<file path="config.mk">
export PLATFORM = sky130hd
export DESIGN_NAME = pin_entry_ctrl
export DESIGN_NICKNAME = d
export VERILOG_FILES = /design/src/rtl/pin_entry_ctrl.sv
export SDC_FILE = /design/constraint.sdc
export NUM_CORES = 1
export LEC_CHECK = 0
export ABC_AREA = 1
export ABC_CLOCK_PERIOD_IN_PS = 5500
export CAP_MARGIN = 10
export CORE_MARGIN = 2
export CORE_UTILIZATION = 50
export DETAILED_ROUTE_END_ITERATION = 12
export PLACE_DENSITY = 0.68
export SETUP_SLACK_MARGIN = 0.15
export SLEW_MARGIN = 20
export SYNTH_ARGS = -nofsm -noshare
export SYNTH_HDL_FRONTEND = slang
export SYNTH_SLANG_ARGS = --single-unit
</file>
<file path="constraint.sdc">
create_clock -name clk -period 5.5 [get_ports clk]
set_clock_uncertainty 0.1 [all_clocks]
set_input_delay 0.825 -clock clk [delete_from_list [all_inputs] [get_ports clk]]
set_output_delay 0.825 -clock clk [all_outputs]
set_load 0.005 [all_outputs]
</file>
<file path="src/rtl/pin_entry_ctrl.sv">
`default_nettype none
// ============================================================================
// pin_entry_ctrl : debounced five-button BCD digit entry, auto-repeat, timeout
// Rev 1.0
// ============================================================================
module pin_entry_ctrl #(
  parameter int NUM_DIGITS   = 4,
  parameter int DB_COUNT     = 1000000,
  parameter int REPEAT_DELAY = 50000000,
  parameter int REPEAT_RATE  = 12500000,
  parameter int TIMEOUT      = 1500000000
) (
  input  logic                                                    clk,
  input  logic                                                    rst,
  input  logic                                                    en,
  input  logic [4:0]                                              btn,
  output logic [4*NUM_DIGITS-1:0]                                 digits_out,
  output logic [((NUM_DIGITS > 1) ? $clog2(NUM_DIGITS) : 1)-1:0] sel,
  output logic [4*NUM_DIGITS-1:0]                                 data_out,
  output logic                                                    data_valid,
  output logic                                                    timeout
);

  localparam int SW   = (NUM_DIGITS > 1) ? $clog2(NUM_DIGITS) : 1;
  localparam int DBW  = (DB_COUNT > 1) ? $clog2(DB_COUNT) : 1;
  localparam int RMAX = (REPEAT_DELAY > REPEAT_RATE) ? REPEAT_DELAY : REPEAT_RATE;
  localparam int RW   = (RMAX > 1) ? $clog2(RMAX) : 1;
  localparam int TW   = (TIMEOUT > 1) ? $clog2(TIMEOUT) : 1;

  localparam logic [DBW-1:0] c_db_last   = DBW'(DB_COUNT - 1);
  localparam logic [RW-1:0]  c_dly_last  = RW'(REPEAT_DELAY - 1);
  localparam logic [RW-1:0]  c_rate_last = RW'(REPEAT_RATE - 1);
  localparam logic [TW-1:0]  c_to_last   = TW'(TIMEOUT - 1);
  localparam logic [SW-1:0]  c_sel_last  = SW'(NUM_DIGITS - 1);
  localparam logic [4:0]     c_mask_up   = 5'b00100;
  localparam logic [4:0]     c_mask_dn   = 5'b01000;

  typedef enum logic [1:0] {
    S_IDLE   = 2'd0,
    S_DELAY  = 2'd1,
    S_REPEAT = 2'd2
  } rep_state_t;

  logic [4:0]                  w_lvl;
  logic [4:0]                  r_lvl_d;
  logic [4:0]                  w_press;
  logic [4:0]                  w_rep_mask;
  logic [4:0]                  w_ev;
  logic                        w_held;
  logic                        w_other;
  logic                        w_rep_fire;
  logic                        w_single;
  logic                        w_qual;
  logic                        w_empty;
  logic [3:0]                  w_cur;

  rep_state_t                  r_state;
  rep_state_t                  w_state_nxt;
  logic [RW-1:0]               r_rep_cnt;
  logic [RW-1:0]               w_rep_cnt_nxt;
  logic                        r_rep_dn;
  logic                        w_rep_dn_nxt;

  logic [NUM_DIGITS-1:0][3:0]  r_digits;
  logic [SW-1:0]               r_sel;
  logic [4*NUM_DIGITS-1:0]     r_data;
  logic                        r_valid;
  logic                        r_timeout;
  logic [TW-1:0]               r_to_cnt;

  // Per-button integrator: the level only moves after DB_COUNT stable disagreeing samples.
  for (genvar gi = 0; gi < 5; gi++) begin : g_db
    logic [DBW-1:0] r_cnt;
    logic           r_lvl;

    always_ff @(posedge clk) begin
      if (!rst) begin
        r_cnt <= '0;
        r_lvl <= 1'b0;
      end else if (btn[gi] == r_lvl) begin
        r_cnt <= '0;
      end else if (r_cnt == c_db_last) begin
        r_cnt <= '0;
        r_lvl <= btn[gi];
      end else begin
        r_cnt <= r_cnt + 1'b1;
      end
    end

    assign w_lvl[gi] = r_lvl;
  end

  assign w_press    = w_lvl & ~r_lvl_d;
  assign w_rep_mask = r_rep_dn ? c_mask_dn : c_mask_up;
  assign w_held     = |(w_lvl & w_rep_mask);
  assign w_other    = |(w_press & ~w_rep_mask);
  assign w_rep_fire = w_held &&
                      (((r_state == S_DELAY)  && (r_rep_cnt == c_dly_last)) ||
                       ((r_state == S_REPEAT) && (r_rep_cnt == c_rate_last)));
  assign w_ev       = w_press | (w_rep_fire ? w_rep_mask : 5'b00000);
  // Exactly one bit set: any coincident events cancel each other.
  assign w_single   = (w_ev != 5'd0) && ((w_ev & (w_ev - 5'd1)) == 5'd0);
  assign w_qual     = en && w_single;
  assign w_empty    = (r_digits == '0) && (r_sel == '0);
  assign w_cur      = r_digits[r_sel];

  always_comb begin
    w_state_nxt   = r_state;
    w_rep_cnt_nxt = r_rep_cnt + 1'b1;
    w_rep_dn_nxt  = r_rep_dn;
    case (r_state)
      S_IDLE: begin
        w_rep_cnt_nxt = '0;
        if (w_qual && (w_ev[2] || w_ev[3])) begin
          w_state_nxt  = S_DELAY;
          w_rep_dn_nxt = w_ev[3];
        end
      end
      S_DELAY, S_REPEAT: begin
        if (!en || !w_held || w_other) begin
          w_state_nxt   = S_IDLE;
          w_rep_cnt_nxt = '0;
        end else if (w_rep_fire) begin
          w_state_nxt   = S_REPEAT;
          w_rep_cnt_nxt = '0;
        end
      end
      default: begin
        w_state_nxt   = S_IDLE;
        w_rep_cnt_nxt = '0;
      end
    endcase
  end

  always_ff @(posedge clk) begin
    if (!rst) begin
      r_state   <= S_IDLE;
      r_rep_cnt <= '0;
      r_rep_dn  <= 1'b0;
      r_lvl_d   <= '0;
    end else begin
      r_state   <= w_state_nxt;
      r_rep_cnt <= w_rep_cnt_nxt;
      r_rep_dn  <= w_rep_dn_nxt;
      r_lvl_d   <= w_lvl;
    end
  end

  always_ff @(posedge clk) begin
    if (!rst) begin
      r_digits  <= '0;
      r_sel     <= '0;
      r_data    <= '0;
      r_valid   <= 1'b0;
      r_timeout <= 1'b0;
      r_to_cnt  <= '0;
    end else begin
      r_valid   <= 1'b0;
      r_timeout <= 1'b0;
      if (w_qual) begin
        r_to_cnt <= '0;
        if (w_ev[0]) r_sel <= (r_sel == c_sel_last) ? '0 : r_sel + 1'b1;
        if (w_ev[1]) r_sel <= (r_sel == '0) ? c_sel_last : r_sel - 1'b1;
        if (w_ev[2]) r_digits[r_sel] <= (w_cur == 4'd9) ? 4'd0 : w_cur + 4'd1;
        if (w_ev[3]) r_digits[r_sel] <= (w_cur == 4'd0) ? 4'd9 : w_cur - 4'd1;
        if (w_ev[4]) begin
          r_data   <= r_digits;
          r_valid  <= 1'b1;
          r_digits <= '0;
          r_sel    <= '0;
        end
      end else if (!en || w_empty) begin
        r_to_cnt <= '0;
      end else if (r_to_cnt == c_to_last) begin
        r_to_cnt  <= '0;
        r_digits  <= '0;
        r_sel     <= '0;
        r_timeout <= 1'b1;
      end else begin
        r_to_cnt <= r_to_cnt + 1'b1;
      end
    end
  end

  assign digits_out = r_digits;
  assign sel        = r_sel;
  assign data_out   = r_data;
  assign data_valid = r_valid;
  assign timeout    = r_timeout;

endmodule
`default_nettype wire

</file>
# [After elaboration in Yosys (flattened, before gate mapping)]
# Cells that the tools add are included.
[op_classes] n_lt_le_gt_ge=2 n_eq_ne=21 bitwise_logic=14 reduce_logical=44 muxes=32 addsub=12
[op_table] op="two-way mux 16 bit" n=8
[op_table] op="adder 20 x 1 -> 20 bit, second input constant" n=5
[op_table] op="equality test 20 bit, second input constant" n=5
[op_table] op="bitwise mux 16 bit" n=2
[op_table] op="adder 31 x 1 -> 31 bit, second input constant" n=1
[op_table] op="equality test 31 bit, second input constant" n=1
[op_table] op="adder 26 x 1 -> 26 bit, second input constant" n=1
[op_table] op="equality test 26 x 24 -> 1 bit, second input constant" n=1
[op_table] op="equality test 26 bit, second input constant" n=1
[op_table] op="two-way mux 4 bit" n=6
[op_table] op="two-way mux 2 bit" n=11
[op_table] op="AND reduction 2 bit" n=10
[op_table] op="OR reduction 3 bit" n=6
[op_table] op="zero test 16 bit" n=1
[op_table] op="bitwise AND 5 bit" n=3
[op_table] op="OR reduction 5 bit" n=2
[op_table] op="binary-select mux 4 bit (select 2 bit)" n=1
[op_table] op="demux 4 bit (select 2 bit)" n=1
[op_table] op="logical AND 1 bit" n=8
[op_table] op="OR reduction 4 bit" n=2
[op_table] op="NOT 1 bit" n=7
[op_table] op="bitwise AND 5 x 4 -> 5 bit" n=1
[op_table] op="equality test 1 bit" n=5
[op_table] op="zero test 5 bit" n=1
[op_table] op="other kinds (26)" n=35
[totals] ff_bits=206

# [Longest topological paths before layout]
[logic_depth] depth_word=17 ltp_mapped=16

# [Worst setup path before layout]
# Ideal clock, no wire load.
[synth_path] path_type="register -> register" from="register r_rep_cnt[0]" to="register r_digits (netlist bit digits_out[6])" path_stages_with_launch=16 n_path_buf=1 setup_ns=0.132 t_arrival_ns=1.963 required_ns=5.268 slack_ns=3.304 path_cell_list="dfxtp_1 -> ha_1 -> nand2_1 -> inv_2 -> nand2_2 -> nor3_2 -> nand3_4 -> nand2_8 -> inv_2 -> nand3_4 -> nand3_4 -> nand2_2 -> inv_4 -> buf_4 -> nand2_1 -> a21oi_1"
[synth_via] elab_chain_cells=13 elab_cells_between_ends=24
[synth_rtl] element="start: declaration" line_no="59" source="logic [RW-1:0] r_rep_cnt;"
[synth_rtl] element="start signal: assignment" line_no="143" source="r_rep_cnt <= w_rep_cnt_nxt;"
[synth_rtl] element="equality test 26 bit or equality test 26 x 24 -> 1 bit (tied branches)" line_no="98, 99"
[synth_rtl] element="logical AND 1 bit, on equally long branches" line_no="98, 99"
[synth_rtl] element="logical OR 1 bit *" line_no="98" source="(((r_state == S_DELAY) && (r_rep_cnt == c_dly_last)) ||"
[synth_rtl] element="logical AND 1 bit *" line_no="97" source="assign w_rep_fire = w_held &&"
[synth_rtl] element="two-way mux 4 bit *" line_no="100" source="assign w_ev = w_press | (w_rep_fire ? w_rep_mask : 5'b00000);"
[synth_rtl] element="OR 5 x 4 -> 5 bit *" line_no="100"
[synth_rtl] element="subtractor 5 x 1 -> 5 bit or two-way mux 16 bit (tied branches)" line_no="102, 164"
[synth_rtl] element="bitwise AND 5 bit or two-way mux 16 bit (tied branches)" line_no="102, 160"
[synth_rtl] element="zero test 5 bit or two-way mux 16 bit (tied branches)" line_no="102, 150"
[synth_rtl] element="logical AND 1 bit or bitwise mux 16 bit (tied branches)" line_no="102, 165"
[synth_rtl] element="logical AND 1 bit or two-way mux 16 bit (tied branches)" line_no="103, 165"
[synth_rtl] element="inequality test 2 bit (no line), or another cell as far along"
[synth_rtl] element="AND reduction 2 bit (no line) or two-way mux 16 bit (tied branches)"
[synth_rtl] element="end signal: indexed assignment" line_no="164" source="if (w_ev[2]) r_digits[r_sel] <= (w_cur == 4'd9) ? 4'd0 : w_cur + 4'd1;"
[synth_rtl] element="end signal: indexed assignment" line_no="165" source="if (w_ev[3]) r_digits[r_sel] <= (w_cur == 4'd0) ? 4'd9 : w_cur - 4'd1;"
[synth_rtl] element="end: declaration" line_no="64" source="logic [NUM_DIGITS-1:0][3:0] r_digits;"
# Every way passes the cells marked *; elsewhere a longest branch is shown, timed or not. The select of a mux whose other input is x is not followed.
# A chain may end at the register's enable or synchronous reset.

# [Worst setup path in the final report]
[layout_path] from="register r_sel[0], in the netlist sel[0]" to="register r_digits (netlist bit digits_out[2])"
[layout_via] elab_chain_cells=12 elab_cells_between_ends=26
[layout_rtl] element="start: declaration" line_no="65" source="logic [SW-1:0] r_sel;"
[layout_rtl] element="start signal: assignment" line_no="162" source="if (w_ev[0]) r_sel <= (r_sel == c_sel_last) ? '0 : r_sel + 1'b1;"
[layout_rtl] element="start signal: assignment" line_no="163" source="if (w_ev[1]) r_sel <= (r_sel == '0) ? c_sel_last : r_sel - 1'b1;"
[layout_rtl] element="binary-select mux 4 bit (select 2 bit), or another cell as far along" line_no="105" source="assign w_cur = r_digits[r_sel];"
[layout_rtl] element="two-way mux 4 bit (implied by the code) or logical AND 1 bit (tied branches)" line_no="105, 164, 165"
[layout_rtl] element="adder 4 x 1 -> 4 bit, or another cell as far along" line_no="164"
[layout_rtl] element="two-way mux 4 bit or demux 4 bit (select 2 bit) (tied branches)" line_no="164, 165"
[layout_rtl] element="bitwise mux 16 bit" line_no="164"
[layout_rtl] element="two-way mux 16 bit" line_no="164"
[layout_rtl] element="two-way mux 16 bit" line_no="160" source="if (w_qual) begin"
[layout_rtl] element="two-way mux 16 bit" line_no="150" source="if (!rst) begin"
[layout_rtl] element="bitwise mux 16 bit" line_no="165"
[layout_rtl] element="two-way mux 16 bit" line_no="165"
[layout_rtl] element="two-way mux 16 bit" line_no="166" source="if (w_ev[4]) begin"
[layout_rtl] element="two-way mux 16 bit" line_no="160"
# Parallel ways exist; a longest one is shown, timed or not. The select of a mux whose other input is x is not followed.

==> impl_metrics.ini <==
[final_layout]
fin_util_pct = 58.0
fillCellCount = 1868
drive_gt1_share_pct = 5.91
layout.area.seq_um2 = 4120
final_nets = 1466
multiInputGateArea_um2 = 5020
syn2layout_area_growth_pct = 13.9

[synthesis]
synthFlopType = dfxtp_1
synth_largest_area_cell = dfxtp_1
yosys.area.top_type_share_pct = 41.4
netlist_area_um2 = 9950
avgSynthCellArea_um2 = 7.13
ys_ff_latch = 206
synth_edf_count = 0
synth_cell_type_count = 49
async_flop_share_pct = 0
syn_inst = 1395
post-synth-top-count-cell = nand2_1
synth_fp_nets = 1421
ys_warn_count = 0
synth_common_cells = 288 x nand2_1, 206 x dfxtp_1, 203 x nor2_1, 164 x inv_1, 95 x a21oi_1
ys_top_cells_by_area = dfxtp_1 41%, nand2_1 11%, nor2_1 7.7%, inv_1 6.2%, a21oi_1 4.8%
synth.yosys.seq_area_share_pct = 41.4

[floorplanning]
boundaryPins = 44
die_area_um2 = 21100
rows = 51
core_um2 = 19500
fp.dieH_um = 145
die_w_um = 145
initial_utilization_pct = 51.0

[pwr]
p_per_area_nw_per_um2 = 266
leakage_nw = 4.00
ir_drop_mv = 0.220

[route]
drt_wl_total_um = 20600
ant_nets = 0
dr.pass1.iters = 5
drt-vias-per-instance = 5.06
drc_errors = 0
drtIter0Drc = 496
vias = 8701
wl_per_cell_um = 11.9

[global_route]
grt-ovfl-total = 0
grt_antenna_before_repair = 1
grt_start_max_net_pins = 42
grt_pass1_wl_um = 36400
grt_usage_pct = 19.7
grt_pass1_vias = 8273

[clocking]
cts_resized = 0
cts_tree = done
cts_htree_levels = 1
cts-hold-fix-buffers = 0
clockBufferDepth = 3
root_buffer = clkbuf_16
insertion_delay_ns = 0.51
clk_pin_slew_ns = 0.05
cts_buffers = 24
postCtsSetupBuffers = 0
cts.sinks = 206

[setup_path]
cpPeakStageDelay_ns = 0.69
critPathKind = reg -> reg
crit_slowest_cell = dfxtp_1
cp-start-kind = flip-flop
cp_num_buf_inv = 2
required_ns = 5.83
critPathMaxFanout = 14
crit_family = compound AO/OA/AOI/OAI gates
endpoint_kind = flip-flop
crit_chain = inv_2 > o21ai_0 > and2_1 > inv_1 > ha_1 > xor2_1 > a31oi_1 > nand2_1 > nand3_1 > nand3_1 > a21oi_1
arrival_ns = 3.22
cpMostUsedCell = nand3_1

[sta]
setup_viol = 0
worst_pin_slew_ns = 0.842
finalCritPeriodShare_pct = 52.5
grt_setup_unrepaired = false
hold_viol_final = 0
slew_headroom_pct = 43.7
fmax_ghz = 0.346
setup_tns_ns = 0
period_needed_ns = 2.89
finalMaxSlewViolations = 0

[placed_design]
gp_congestion = 0.897
io_buffer_count = 43
dp_hpwl_um = 14500

[worst_hold_path]
hp-class = reg -> reg

[status]
status = completed

[flow_run]
drv_cap = 0
[through the flow]
step           area (um2)  std cells  setup slack, ns  hold WS (ns)  total power, W
2_1_floorplan        9950       1395             3.30         0.313         0.00156
3_3_place_gp        10600       1679             2.41         0.324         0.00158
3_5_place_dp        10600       1679             2.38         0.340         0.00158
4_1_cts             11300       1719             2.66         0.348         0.00305
5_1_grt             11300       1719             2.38         0.368         0.00312
6_report            11300       1720             2.61         0.343         0.00301
[final cells by class]
cell class                      instances  share of cell area [%]
Clock inverter                          3                   0.132
Timing Repair Buffer                   45                    3.93
Tap cell                              265                    2.93
Inverter                              182                    6.05
Clock buffer                           37                    6.27
Antenna cell                            1                  0.0221
Sequential cell                       206                    36.4
Multi-Input combinational cell        981                    44.3
[final timing paths]
path	from	endpoint	slack, ns	cells after the start
worst max-delay path	sel[0]$_SDFFE_PN0P_	digits_out[2]$_SDFFE_PN0P_	2.61	11
worst min-delay path	g_db[4].r_cnt[0]$_SDFF_PP0_	g_db[4].r_cnt[0]$_SDFF_PP0_	0.34	1
worst max register to register	sel[0]$_SDFFE_PN0P_	digits_out[2]$_SDFFE_PN0P_	2.61	11
worst min register to register	g_db[4].r_cnt[0]$_SDFF_PP0_	g_db[4].r_cnt[0]$_SDFF_PP0_	0.34	1
[placed cells by master (no fill, tap or decap), types with 4 or more instances in the layout]
| cell type | count |
|---|---|
| nand2_1 | 288 |
| dfxtp_1 | 206 |
| nor2_1 | 203 |
| inv_1 | 164 |
| a21oi_1 | 95 |
| nand3_1 | 70 |
| nor3_1 | 52 |
| clkdlybuf4s50_1 | 43 |
| xor2_1 | 36 |
| nand4_1 | 34 |
| o21ai_0 | 33 |
| nor4_1 | 28 |
| clkbuf_16 | 25 |
| nor3b_1 | 23 |
| ha_1 | 18 |
| xnor2_1 | 17 |
| inv_2 | 16 |
| o21a_1 | 9 |
| clkbuf_1 | 8 |
| and3_1 | 7 |
| or2_2 | 7 |
| nor2_2 | 6 |
| nand2_2 | 6 |
| a211oi_1 | 6 |
| a31oi_1 | 5 |
| nor3_2 | 4 |
| clkbuf_8 | 4 |
[flip-flops by register name (all words and copies together) (netlist names), 2 cells and up]
name / count
g_db.r_lvl: 5
r_state: 2
r_rep_cnt: 26
sel: 2
r_to_cnt: 31
data_out: 16
digits_out: 16
r_lvl_d: 5
g_db.r_cnt: 100
[layer usage]
| metal | GRT usage [%] | share of wire, % | vias to the layer above |
|---|---|---|---|
| met2 | 34.1 | 46 | 105 |
| met4 | 5.44 | 2.1 | 0 |
| met1 | 25.6 | 49 | 3950 |
| li1 | - | - | 4612 |
| met5 | 0 | 0 | - |
| met3 | 2.89 | 3.4 | 34 |
[cell families after synthesis]
kind of cell	Yosys count	share of synthesized area, %
and+or+nand+nor	749	34.6
xor gates and xnor gates	53	4.66
AOI/OAI and AO/OA	159	8.67
DFF	206	41.4
muxes	2	0.201
adders and majority gates	18	2.26
buffers and inverters	208	8.15
[power by group]
group          internal, W  switching (W)
Sequential         0.00150     0.00000346
Combinational    0.0000130      0.0000298
Clock             0.000878       0.000589
(Power assumes the default switching activity.)
